[src/rtl/audio_link_encoder.sv]
// Transmit side of the inter-FPGA stereo audio link: serialises L/R sample pairs into
// back-to-back 40-bit frames (0xAA sync, left, right; MSB first) on sck/ws/sd.
module audio_link_encoder #(
    parameter int CLKDIV = 4
) (
    input  logic        clk,
    input  logic        rst,
    input  logic [15:0] left_in,
    input  logic [15:0] right_in,
    input  logic        sample_valid,
    output logic        sample_ready,
    output logic        sck,
    output logic        ws,
    output logic        sd,
    output logic        frame_start,
    output logic        underrun
);

    localparam int               DIV_W     = (CLKDIV > 1) ? $clog2(CLKDIV) : 1;
    localparam logic [DIV_W-1:0] DIV_TC    = DIV_W'(CLKDIV - 1);
    localparam logic [5:0]       LAST_BIT  = 6'd39;
    localparam logic [5:0]       PRE_RIGHT = 6'd23;
    localparam logic [7:0]       SYNC      = 8'hAA;

    typedef enum logic {S_IDLE, S_RUN} state_t;

    state_t            state_q, state_d;
    logic [DIV_W-1:0]  div_q, div_d;
    logic [5:0]        bit_q, bit_d;
    logic [39:0]       shift_q, shift_d;
    logic              sck_q, sck_d;
    logic              ws_q, ws_d;
    logic              frame_start_q, frame_start_d;
    logic              underrun_q, underrun_d;
    logic              hold_full_q, hold_full_d;
    logic [31:0]       hold_data_q, hold_data_d;
    logic [31:0]       last_pair_q, last_pair_d;
    logic              accept;
    logic              load;

    always_comb begin
        // NOTE: every signal written here gets a default first, so no path can infer a latch.
        state_d       = state_q;
        div_d         = div_q;
        bit_d         = bit_q;
        shift_d       = shift_q;
        sck_d         = sck_q;
        ws_d          = ws_q;
        frame_start_d = 1'b0;
        underrun_d    = 1'b0;
        hold_full_d   = hold_full_q;
        hold_data_d   = hold_data_q;
        last_pair_d   = last_pair_q;
        load          = 1'b0;

        accept = sample_valid && !hold_full_q;
        if (accept) begin
            hold_full_d = 1'b1;
            hold_data_d = {left_in, right_in};
        end

        case (state_q)
            S_IDLE: begin
                sck_d = 1'b0;
                ws_d  = 1'b0;
                if (hold_full_q) begin
                    load    = 1'b1;
                    state_d = S_RUN;
                end
            end
            S_RUN: begin
                if (div_q == DIV_TC) begin
                    div_d = '0;
                    sck_d = !sck_q;
                    // Data advances only on the falling edge so sd is centred on each rise.
                    if (sck_q) begin
                        if (bit_q == LAST_BIT) begin
                            load = 1'b1;
                        end else begin
                            bit_d   = bit_q + 6'd1;
                            shift_d = {shift_q[38:0], 1'b0};
                            ws_d    = (bit_q >= PRE_RIGHT);
                        end
                    end
                end else begin
                    div_d = div_q + DIV_W'(1);
                end
            end
            default: state_d = S_IDLE;
        endcase

        // A frame with nothing fresh in the holding register repeats the previous pair.
        if (load) begin
            bit_d         = '0;
            div_d         = '0;
            ws_d          = 1'b0;
            frame_start_d = 1'b1;
            if (hold_full_q) begin
                shift_d     = {SYNC, hold_data_q};
                last_pair_d = hold_data_q;
                hold_full_d = 1'b0;
            end else begin
                shift_d    = {SYNC, last_pair_q};
                underrun_d = 1'b1;
            end
        end
    end

    always_ff @(posedge clk) begin
        // NOTE: the holding data is not reset; hold_full qualifies it, so its contents never matter while empty.
        hold_data_q <= hold_data_d;
        if (rst) begin
            state_q       <= S_IDLE;
            div_q         <= '0;
            bit_q         <= '0;
            shift_q       <= '0;
            sck_q         <= 1'b0;
            ws_q          <= 1'b0;
            frame_start_q <= 1'b0;
            underrun_q    <= 1'b0;
            hold_full_q   <= 1'b0;
            last_pair_q   <= '0;
        end else begin
            state_q       <= state_d;
            div_q         <= div_d;
            bit_q         <= bit_d;
            shift_q       <= shift_d;
            sck_q         <= sck_d;
            ws_q          <= ws_d;
            frame_start_q <= frame_start_d;
            underrun_q    <= underrun_d;
            hold_full_q   <= hold_full_d;
            last_pair_q   <= last_pair_d;
        end
    end

    assign sample_ready = !hold_full_q;
    assign sck          = sck_q;
    assign ws           = ws_q;
    assign sd           = shift_q[39];
    assign frame_start  = frame_start_q;
    assign underrun     = underrun_q;

endmodule

[config.mk]
export PLATFORM = sky130hd
export DESIGN_NAME = audio_link_encoder
export DESIGN_NICKNAME = d
export VERILOG_FILES = /design/src/rtl/audio_link_encoder.sv
export SDC_FILE = /design/constraint.sdc
export NUM_CORES = 1
export LEC_CHECK = 0
export ABC_AREA = 1
export ABC_CLOCK_PERIOD_IN_PS = 7900
export BUFFER_PORTS_ARGS = -buffer_cell sky130_fd_sc_hd__clkbuf_2
export CORE_MARGIN = 2
export CORE_UTILIZATION = 60
export DETAILED_ROUTE_END_ITERATION = 8
export PLACE_DENSITY_LB_ADDON = 0.15
export SYNTH_ARGS = -nofsm -noshare
export SYNTH_HDL_FRONTEND = slang
export SYNTH_SLANG_ARGS = --single-unit
[constraint.sdc]
create_clock -name clk -period 7.9 [get_ports clk]
set_input_delay 0.79 -clock clk [delete_from_list [all_inputs] [get_ports clk]]
set_output_delay 0.79 -clock clk [all_outputs]
set_load 0.05 [all_outputs]
After elaboration in Yosys (flattened, before gate mapping)
Index checks and enable logic that the tools add are counted.
- output and inout port bits: 6
- register bits after elaboration: 118
- input port bits: 35
- logic and storage cells: 59
- equal/unequal tests: 6
- add/subtract/negate cells: 2
- magnitude comparators: 1
- multiplexer cells: 24
- bitwise logic cells: 3
- reductions and logical operators: 12
- operator list (kind ; number):
    $mux 40 ; 5
    $mux 32 ; 1
    $mux 1 ; 14
    $reduce_and 4->1 ; 2
    $add 6x1->6 const B ; 1
    $eq 6x6->1 const B ; 1
    $ge 6x5->1 const B ; 1
    $pmux 1 s2 ; 3
    $reduce_bool 2->1 ; 3
    $ne 2x1->1 const B ; 2
    $ne 2x2->1 const B ; 2
    $reduce_or 2->1 ; 2
    $not 1->1 ; 3
    $reduce_and 3->1 ; 1
    $add 2x1->2 const B ; 1
    $eq 2x2->1 const B ; 1
    $logic_not 1->1 ; 2
    $mux 2 ; 1
    $reduce_and 2->1 ; 1
    $logic_and 1x1->1 ; 1

Depth between registers and ports, before layout
Gate-level depths: netlist (run 1).
- depth after elaboration: 7
- mapped depth: 12
- depth with buffers taken out: 11

Worst setup path before layout (run 1)
Ideal clock, no wire load.
- path type: input -> register
- start point: input sample_valid
- end point: register hold_data_q[0], enable pin
- setup time: 0.422 ns
- arrival: 2.193 ns
- path buffers: 0
- data required time: 7.478 ns
- stages on the path: 2
- setup slack: 5.285 ns
- cells stage by stage: inv_1 > nor2_1
- word-level cells in the longest chain between the ends: 1
- RTL lines (item ; RTL line ; text):
    from (decl) ; 10 ; input logic sample_valid,
    $logic_and 1x1->1 ; 56 ; accept = sample_valid && !hold_full_q;
    named net accept ; 38 ; logic accept;
    to (signal assigned) ; 111 ; hold_data_q <= hold_data_d;
    to (decl) ; 36 ; logic [31:0] hold_data_q, hold_data_d;
The timed path passes the listed nets, and every way through them passes these cells.
A chain may end at the register's enable or synchronous reset.

Worst setup path in the final report (run 1)
- start point: register bit_q[0]
- end point: register shift_q[16]
- word-level cells in the longest chain between the ends: 7
- elaborated cells between the ends (all ways): 11
- classes of those cells: eq/ne: 2; mux: 5; reduce/logical: 4
- RTL lines (item ; RTL line ; text):
    from (decl) ; 29 ; logic [5:0] bit_q, bit_d;
    from (signal assigned) ; 126 ; bit_q <= bit_d;
    $eq 6x6->1 (*) ; 77 ; if (bit_q == LAST_BIT) begin
    $mux 1 ; 77 ;
    $mux 1 ; 76 ; if (sck_q) begin
    $mux 1 ; 72 ; if (div_q == DIV_TC) begin
    $pmux 1 s2 ; 62 ; case (state_q)
    $ne 2x2->1 (no line) / $reduce_bool 2->1 (equally long branches) ; n/a ;
    $reduce_and 4->1 (no line) ; n/a ;
    to (signal assigned) ; 127 ; shift_q <= shift_d;
    to (decl) ; 30 ; logic [39:0] shift_q, shift_d;
Every way passes the cells marked *; elsewhere a longest branch is shown, timed or not.

==> results of run 1 <==
==> cells by family (layout without fill, tap and decap cells) <==
group,Yosys count,count (layout)
xor gates and xnor gates,3,3
adders and majority gates,2,2
DFF,118,118
buffers and inverters,112,147
and+or+nand+nor,367,367
AOI/OAI and AO/OA,81,81
==> layer usage <==
metal | share of wire [%] | global-route usage (%)
met1 | 46 | 27.32
met2 | 50 | 40.66
met3 | 3.4 | 5.461
met4 | 1.3 | 9.168
met5 | 0 | 0
==> area by class of cell <==
cell class | instances | area share, %
Multi-Input combinational cell | 453 | 36.43
Tap cell | 108 | 2.230
Sequential cell | 118 | 44.30
Clock buffer | 21 | 7.084
Clock inverter | 11 | 1.817
Inverter | 72 | 4.461
Timing Repair Buffer | 43 | 3.676
==> power by group <==
| part | switching, mW | leakage [nW] | internal, mW | total [mW] |
|---|---|---|---|---|
| Combinational | 0.143 | 1.42 | 0.0673 | 0.210 |
| Sequential | 0.0211 | 1.01 | 0.672 | 0.693 |
| Clock | 0.259 | 0.265 | 0.443 | 0.702 |
==> final timing paths <==
check | end | slack (ns) | cells past startpoint
setup / recovery | shift_q[16]$_SDFFE_PP0P_ | 4.74 | 10
hold / removal | hold_data_q[1]$_DFFE_PP_ | 0.45 | 1
setup reg to reg | shift_q[16]$_SDFFE_PP0P_ | 4.74 | 10
hold reg to reg | bit_q[5]$_SDFFE_PP0P_ | 0.46 | 2
==> cells in the final DEF, fill, tap and decap left out <==
cell type and count:
nand2_1 188, nor2_1 113, dfxtp_1 85, inv_1 68, nand3_1 51, clkbuf_2 40
edfxtp_1 32, o21ai_0 31, a211oi_2 30, a21oi_1 18, clkbuf_16 16, clkinv_2 7
nor2_4 4, nand2_4 4, clkbuf_1 4, inv_2 3, nor3_1 3, buf_4 3
nand2_2 2, xor2_1 2, ha_1 2, clkinvlp_4 2, bufinv_16 2, nand3_2 1
clkinv_1 1, o211ai_1 1, a211oi_1 1, xnor2_1 1, nor3b_1 1, clkbuf_8 1
dfxtp_2 1
==> flip-flops by register name (all words and copies together), names as in the netlist <==
name / flops
shift_q: 40
hold_data_q: 32
last_pair_q: 32
bit_q: 6
div_q: 2
frame_start: 1
hold_full_q: 1
sck: 1
state_q: 1
underrun: 1
ws: 1
==> stage by stage <==
| stage | power (mW) | std cells |
|---|---|---|
| after floorplan | 0.8778 | 683 |
| after detailed placement | 0.9143 | 794 |
| final | 1.605 | 826 |
| after global routing | 1.685 | 826 |
| after global placement | 0.9044 | 794 |
| after CTS | 1.620 | 826 |
==> worst register-to-register path, cell delays in order, from the launching register on <==
cell	delay, ns
dfxtp_1	0.37
ha_1	0.24
nand2_2	0.10
nor2_4	0.10
nand3_2	0.12
nand2_2	0.63
nand2_4	0.44
nand2_4	0.33
nand2_4	0.37
nor2_1	0.27
nor2_1	0.06
==> flow_metrics.py, run 1 <==
metrics = {
    "cts": {
        "clock_latency_ns": 0.52,
        "cts_tree": "yes",
        "cts_resized": 0,
        "cts-buffers-inserted": 17,
        "clk_path_buf_depth": 2,
        "cts_max_level": 4,
        "post_cts.repair.setup_buffers": 0,
        "cts_sinks": 118,
        "path_clk_slew_ns": 0.06,
        "root_buffer": "clkbuf_8",
        "ctsHoldBuffers": 0,
    },
    "setup_path": {
        "crit_path_start_kind": "flop",
        "crit_chain": "ha_1, nand2_2, nor2_4, nand3_2, nand2_2, nand2_4, nand2_4, nand2_4, nor2_1, nor2_1",
        "reg2reg_from": "bit_q[0]$_SDFFE_PP0P_",
        "crit_buf_inv": 0,
        "crit_top_cell": "nand2_4",
        "critPathMaxFanout": 62,
        "cpPeakStageDelay_ns": 0.63,
        "critPathCaptureType": "flop",
        "critPathSlowestCell": "nand2_2",
        "cp_top_family": "simple AND/OR/NAND/NOR gates",
        "cp-startpoint": "bit_q[0]$_SDFFE_PP0P_",
        "crit_arrival_ns": 3.55,
        "path_class": "flop to flop",
        "critPathRequiredTime_ns": 8.29,
    },
    "timing": {
        "fmax_mhz": 316.9,
        "rsz0062_at_grt": "no",
        "min_period_over_period_pct": 39.94,
        "drv_slew": 0,
        "hold_viol": 0,
        "final.setup.tns_ns": 0,
        "setup_viol": 0,
        "fin_worst_skew_ns": 0.01436,
        "relSlewSlack_pct": 36.62,
        "worst-slew-pin-transition_ns": 0.9484,
        "setup_slack_ns": 4.745,
        "whs_ns": 0.4458,
        "period_needed_ns": 3.155,
    },
    "route": {
        "drt_wl_total_mm": 10.06,
        "ant_nets": 0,
        "wl_per_cell_um": 12.18,
        "via_count": 4224,
        "drc": 0,
        "post_drt_via_cell_ratio": 5.114,
        "drt_first_pass_iters": 5,
        "dr.first_iter.drc_count": 226,
    },
    "floorplan": {
        "core.rowCount": 34,
        "die_h_um": 98.70,
        "floorplan.initialDensity_pct": 61.69,
        "core_um2": 8721,
        "die_w_um": 98.70,
        "ios": 41,
        "die-area_um2": 9741,
    },
    "global_route": {
        "grt_pass1_wl_mm": 18.26,
        "grt_overflow": 0,
        "grt_use_total_pct": 23.13,
        "grt_max_degree": 68,
        "antenna_found_initial": 0,
        "grt_pass1_vias": 4236,
    },
    "yosys": {
        "syn_nets": 720,
        "synth_largest_area_cell": "dfxtp_1",
        "syn_area_per_cell_um2": 7.877,
        "synth_xor_area_share_pct": 0.4884,
        "ys_ff_latch": 118,
        "yosys-top-cells-area": "dfxtp_1 32%, edfxtp_1 18%, nand2_1 13%",
        "synth-edff-count": 32,
        "yosys_warnings": 0,
        "yosys.area.top_type_share_pct": 32.00,
        "synth_common_cells": "188 x nand2_1, 114 x nor2_1, 86 x dfxtp_1, 68 x inv_1, 51 x nand3_1",
        "synth_top_family_by_area": "simple AND/OR/NAND/NOR gates",
        "synth_simple_gate_area_share_pct": 28.12,
        "synth_compound_area_share_pct": 11.81,
        "ys_types": 26,
        "synth_ff_type": "dfxtp_1",
        "synth.mux.area_fraction_pct": 0,
        "yosysSeqAreaShare_pct": 49.86,
        "yosysMostFrequentCell": "nand2_1",
        "synth_fa_ha_area_share_pct": 0.4651,
        "ys_async_sr_fraction_pct": 0,
        "syn-cell-area_um2": 5380,
        "syn_inst": 683,
    },
    "status": {
        "status": "completed",
    },
    "layout": {
        "seqCellArea_um2": 2684,
        "nets": 742,
        "area_growth_pct": 12.60,
        "multiInputGateArea_um2": 2207,
        "antenna_cells": 0,
        "nFillCells": 694,
        "stdcell_area_um2": 6058,
        "drive_above_1_share_pct": 16.16,
        "fin_util_pct": 69.47,
    },
    "min_path": {
        "min-delay-path-class": "input port to flop",
        "hp-start": "right_in[1]",
    },
    "pwr": {
        "peakVddDrop_uv": 168.2,
        "p_leak_nw": 2.691,
        "power_density_nw_per_um2": 264.9,
    },
    "place": {
        "dp_hpwl_mm": 5.958,
        "dpl_cell_area_um2": 5519,
        "dp_slack_ns": 4.812,
        "numPortBuffers": 40,
        "gp_congestion": 0.8631,
    },
    "flow_run": {
        "cap_violations": 0,
    },
}
No activity file was read; power rests on OpenSTA's default activity.
==> run 2, diff against run 1 <==
--- a/config.mk
+++ b/config.mk
@@ -5,11 +5,11 @@
 export SDC_FILE = /design/constraint.sdc
 export NUM_CORES = 1
 export LEC_CHECK = 0
-export ABC_AREA = 1
-export ABC_CLOCK_PERIOD_IN_PS = 7900
+export ABC_AREA = 0
+export ABC_CLOCK_PERIOD_IN_PS = 3040
 export BUFFER_PORTS_ARGS = -buffer_cell sky130_fd_sc_hd__clkbuf_2
 export CORE_MARGIN = 2
-export CORE_UTILIZATION = 60
+export CORE_UTILIZATION = 59
 export DETAILED_ROUTE_END_ITERATION = 8
 export PLACE_DENSITY_LB_ADDON = 0.15
 export SYNTH_ARGS = -nofsm -noshare
==> constraint.sdc (replaced) <==
create_clock -name clk -period 3.04 [get_ports clk]
set_input_delay 0.304 -clock clk [delete_from_list [all_inputs] [get_ports clk]]
set_output_delay 0.304 -clock clk [all_outputs]
set_load 0.05 [all_outputs]
==> flow_metrics.py, run 2 <==
metrics = {
    "status": {
        "status": "completed",
    },
    "setup_path": {
        "critPathCaptureType": "flop",
        "critPathMaxFanout": 31,
        "crit_path_start_kind": "flop",
        "rr_worst_depth": 5,
        "critPathRequiredTime_ns": 3.48,
        "crit_arrival_ns": 2.69,
        "path_class": "flop to flop",
        "rrSetupSlack_ns": 0.79,
    },
    "floorplan": {
        "core.rowCount": 33,
        "ios": 41,
        "die-area_um2": 9058,
        "core_um2": 8134,
        "die_w_um": 95.18,
        "die_h_um": 95.18,
        "floorplan.initialDensity_pct": 60.30,
    },
    "timing": {
        "fin_worst_skew_ns": 0.006315,
        "relSlewSlack_pct": 23.03,
        "drv_slew": 0,
        "setup_viol": 0,
        "rsz0062_at_grt": "no",
        "final.setup.tns_ns": 0,
        "period_needed_ns": 2.254,
        "worst-slew-pin-transition_ns": 1.155,
        "hold_viol": 0,
        "fmax_mhz": 443.6,
        "min_period_over_period_pct": 74.16,
    },
    "global_route": {
        "grt_max_degree": 67,
        "grt_pass1_vias": 3443,
        "grt_overflow": 0,
        "grt_use_total_pct": 23.47,
        "grt_pass1_wl_mm": 16.23,
        "antenna_found_initial": 0,
    },
    "route": {
        "ant_nets": 0,
        "drc": 0,
        "dr.first_iter.drc_count": 166,
        "drt_wl_total_mm": 9.884,
        "post_drt_via_cell_ratio": 5.618,
        "wl_per_cell_um": 15.42,
        "via_count": 3601,
        "drt_first_pass_iters": 4,
    },
    "yosys": {
        "synth_largest_area_cell": "dfxtp_1",
        "syn_area_per_cell_um2": 10.64,
        "ys_types": 45,
        "ys_ff_latch": 118,
        "yosys.area.top_type_share_pct": 35.10,
        "syn_nets": 498,
        "yosys-top-cells-area": "dfxtp_1 35%, edfxtp_1 20%, mux2i_1 13%",
        "ys_async_sr_fraction_pct": 0,
        "synth-edff-count": 32,
        "syn-cell-area_um2": 4905,
        "synth_common_cells": "86 x dfxtp_1, 85 x nor2_1, 64 x mux2i_1, 36 x a21oi_1, 36 x nand2_1",
        "synth_ff_type": "dfxtp_1",
        "yosysSeqAreaShare_pct": 54.69,
        "syn_inst": 461,
        "yosysMostFrequentCell": "dfxtp_1",
        "yosys_warnings": 0,
    },
    "cts": {
        "cts_tree": "yes",
        "clk_path_buf_depth": 2,
        "path_clk_slew_ns": 0.06,
        "cts_sinks": 118,
        "cts_resized": 0,
        "root_buffer": "clkbuf_8",
        "post_cts.repair.setup_buffers": 0,
        "clock_latency_ns": 0.52,
        "ctsHoldBuffers": 32,
        "cts_max_level": 4,
        "cts-buffers-inserted": 17,
    },
    "pwr": {
        "total_power_mw": 4.213,
        "p_leak_nw": 2.256,
        "power_density_nw_per_um2": 694.9,
        "peakVddDrop_uv": 562.7,
    },
    "place": {
        "dp_hpwl_mm": 5.590,
        "numPortBuffers": 40,
        "gp_congestion": 0.8411,
    },
    "layout": {
        "area_growth_pct": 23.62,
        "nets": 560,
        "regMostFlops": "shift_q",
        "nFillCells": 537,
        "drive_above_1_share_pct": 17.91,
        "fin_util_pct": 74.54,
        "mostFrequentLayoutCells": "85 x nor2_1, 85 x dfxtp_1, 64 x mux2i_1, 40 x clkbuf_2",
        "largest_reg_flops": 40,
        "antenna_cells": 0,
        "largestRegisters": "shift_q x40, hold_data_q x32, last_pair_q x32",
    },
    "min_path": {
        "min-delay-path-class": "input port to flop",
        "whs_path_depth": 2,
    },
    "flow_run": {
        "cap_violations": 0,
    },
}
run 2: final timing paths:
kind,startpoint,endpoint
worst max-delay path,div_q[0]$_SDFFE_PP0P_,shift_q[16]$_SDFFE_PP0P_
worst min-delay path,sample_valid,hold_data_q[10]$_DFFE_PP_
worst max register to register,div_q[0]$_SDFFE_PP0P_,shift_q[16]$_SDFFE_PP0P_
worst min register to register,shift_q[8]$_SDFFE_PP0P_,shift_q[8]$_SDFFE_PP0P_
run 2: kinds of logic (layout without fill, tap and decap cells):
| kind of cell | Yosys count | after routing | synth area share [%] |
|---|---|---|---|
| AO/OA/AOI/OAI | 85 | 85 | 13.32 |
| XOR/XNOR | 4 | 4 | 0.7144 |
| adder cells (fa/ha/maj) | 2 | 2 | 0.5101 |
| buffers and inverters | 40 | 115 | 4.719 |
| flip-flops | 118 | 118 | 54.69 |
| multiplexers | 64 | 64 | 13.06 |
| AND/OR/NAND/NOR | 148 | 148 | 12.99 |
run 2: power breakdown:
group	switching (mW)	leakage (nW)	total, mW	internal (mW)
registers	0.0448	1.01	1.74	1.69
logic	0.182	0.949	0.324	0.142
clock network	0.733	0.301	2.15	1.42
run 2: cell type report:
class                      count  area [um2]  area share (%)
multi-input combinational    303        2009           33.14
inverter                       2       7.507          0.1238
sequential                   118        2684           44.26
clock buffer                  17       414.1           6.830
timing repair buffer          81       588.1           9.699
tap                          105       131.4           2.167
clock inverter                15       229.0           3.776
run 2: through the flow:
step	hold WS (ns)	area, um2	setup WS (ns)	cells
2_1_floorplan	0.4029	4905	0.5964	461
3_3_place_gp	0.4424	5100	0.8896	577
3_5_place_dp	0.4473	5100	0.8457	577
4_1_cts	0.2570	6063	0.7899	641
5_1_grt	0.2565	6063	0.5802	641
6_report	0.2662	6063	0.7856	641
run 2: critical path, cell delays in order, from the launching register on:
cell and delay (ns):
dfxtp_1 0.36, ha_1 0.29, nand4b_1 0.20, or2_1 0.66
a221o_1 0.50, a21oi_1 0.15
run 2: per-layer routing:
metal	global-route usage, %	part of all wire [%]
met1	29.13	46
met2	38.44	49
met3	7.510	4.2
met4	8.454	1.5
met5	0	0
==> run 3, diff against run 2 <==
--- a/config.mk
+++ b/config.mk
@@ -6,10 +6,10 @@
 export NUM_CORES = 1
 export LEC_CHECK = 0
 export ABC_AREA = 0
-export ABC_CLOCK_PERIOD_IN_PS = 3040
+export ABC_CLOCK_PERIOD_IN_PS = 2070
 export BUFFER_PORTS_ARGS = -buffer_cell sky130_fd_sc_hd__clkbuf_2
 export CORE_MARGIN = 2
-export CORE_UTILIZATION = 59
+export CORE_UTILIZATION = 53
 export DETAILED_ROUTE_END_ITERATION = 8
 export PLACE_DENSITY_LB_ADDON = 0.15
 export SYNTH_ARGS = -nofsm -noshare
==> constraint.sdc (replaced) <==
create_clock -name clk -period 2.07 [get_ports clk]
set_input_delay 0.207 -clock clk [delete_from_list [all_inputs] [get_ports clk]]
set_output_delay 0.207 -clock clk [all_outputs]
set_load 0.05 [all_outputs]
==> flow_metrics.py, run 3 (synthesis results as in run 2) <==
metrics = {
    "place": {
        "numPortBuffers": 40,
        "gp_congestion": 0.7844,
        "dp_hpwl_mm": 5.564,
        "dp_slack_ns": 0.2115,
        "post-place-cells": 591,
    },
    "timing": {
        "rsz0062_at_grt": "no",
        "setup_slack_ns": 0.1763,
        "drv_slew": 0,
        "fmax_mhz": 528.1,
        "min_period_over_period_pct": 91.48,
        "worst-slew-pin-transition_ns": 0.5895,
        "period_needed_ns": 1.894,
        "final.setup.tns_ns": 0,
        "fin_worst_skew_ns": 0.01632,
        "relSlewSlack_pct": 60.70,
        "setup_viol": 0,
        "hold_viol": 0,
    },
    "global_route": {
        "grt_max_degree": 67,
        "grt_use_total_pct": 20.62,
        "grt_pass1_wl_mm": 16.39,
        "antenna_found_initial": 0,
        "grt_pass1_vias": 3474,
        "grt_overflow": 0,
    },
    "min_path": {
        "min-delay-path-class": "input port to flop",
    },
    "cts": {
        "cts_sinks": 118,
        "path_clk_slew_ns": 0.06,
        "cts-buffers-inserted": 17,
        "cts_max_level": 4,
        "cts_tree": "yes",
        "post_cts.repair.setup_buffers": 0,
        "clock_latency_ns": 0.51,
        "cts_resized": 0,
        "ctsHoldBuffers": 33,
        "clk_path_buf_depth": 2,
        "root_buffer": "clkbuf_8",
    },
    "floorplan": {
        "die-area_um2": 10040,
        "die_w_um": 100.2,
        "core_um2": 9109,
        "die_h_um": 100.2,
        "ios": 41,
        "core.rowCount": 35,
        "floorplan.initialDensity_pct": 53.85,
    },
    "route": {
        "dr.first_iter.drc_count": 228,
        "post_drt_via_cell_ratio": 5.402,
        "via_count": 3544,
        "drt_first_pass_iters": 4,
        "drc": 0,
        "wl_per_cell_um": 14.47,
        "drt_wl_total_mm": 9.491,
        "ant_nets": 0,
    },
    "layout": {
        "nets": 569,
        "largest_reg_flops": 40,
        "nFillCells": 695,
        "mostFrequentLayoutCells": "85 x nor2_1, 85 x dfxtp_1, 64 x mux2i_1, 40 x clkbuf_2",
        "area_growth_pct": 24.87,
        "fin_cells": 656,
        "antenna_cells": 0,
        "largestRegisters": "shift_q x40, hold_data_q x32, last_pair_q x32",
        "regMostFlops": "shift_q",
        "drive_above_1_share_pct": 18.35,
    },
    "pwr": {
        "total_power_mw": 5.801,
        "peakVddDrop_uv": 529.5,
        "power_density_nw_per_um2": 947.2,
        "p_leak_nw": 2.280,
    },
    "setup_path": {
        "critPathCaptureType": "flop",
        "critPathRequiredTime_ns": 2.43,
        "crit_path_start_kind": "flop",
        "crit_arrival_ns": 2.26,
        "path_class": "flop to flop",
        "critPathMaxFanout": 15,
    },
    "status": {
        "status": "completed",
    },
    "flow_run": {
        "cap_violations": 0,
    },
}
[run 3: worst max-delay path, stage by stage (launching register included)]
cell      delay, ns
dfxtp_1        0.36
ha_1           0.28
nand4b_4       0.17
o41ai_4        0.42
buf_12         0.23
mux2i_1        0.23
nor2_1         0.06
[run 3: final cells by class]
type | instances | area, um2 | area share (%)
Clock inverter | 12 | 128.9 | 2.104
Timing Repair Buffer | 90 | 720.7 | 11.77
Clock buffer | 20 | 435.4 | 7.109
Tap cell | 111 | 138.9 | 2.268
Sequential cell | 118 | 2684 | 43.82
Multi-Input combinational cell | 303 | 2009 | 32.81
Inverter | 2 | 7.507 | 0.1226
[run 3: path summary, 6_finish.rpt]
kind / from / endpoint / slack, ns / cells after the start
setup / recovery: bit_q[0]$_SDFFE_PP0P_ / last_pair_q[8]$_SDFFE_PP0P_ / 0.18 / 6
hold / removal: sample_valid / hold_data_q[0]$_DFFE_PP_ / 0.14 / 2
setup reg to reg: bit_q[0]$_SDFFE_PP0P_ / last_pair_q[8]$_SDFFE_PP0P_ / 0.18 / 6
hold reg to reg: shift_q[12]$_SDFFE_PP0P_ / shift_q[12]$_SDFFE_PP0P_ / 0.45 / 2
[run 3: where the power goes]
group	total, mW	internal [mW]	switching (mW)
Clock	2.75	1.74	1.01
Combinational	0.509	0.232	0.277
Sequential	2.54	2.49	0.0559
Total	5.80	4.46	1.34
[run 3: layer usage]
metal	global-route usage (%)	routed length (um)
met5	0	0
met1	27.39	4482
met4	8.957	96
met3	5.014	393
met2	32.16	4519
[run 3: through the flow]
step	cell area (um2)	hold WS [ns]	util (%)
2_1_floorplan	4907	0.3059	-
3_3_place_gp	5230	0.3833	57.42
3_5_place_dp	5230	0.3856	57.42
4_1_cts	6125	0.1128	67.24
5_1_grt	6125	0.1273	67.24
6_report	6125	0.1414	67.24
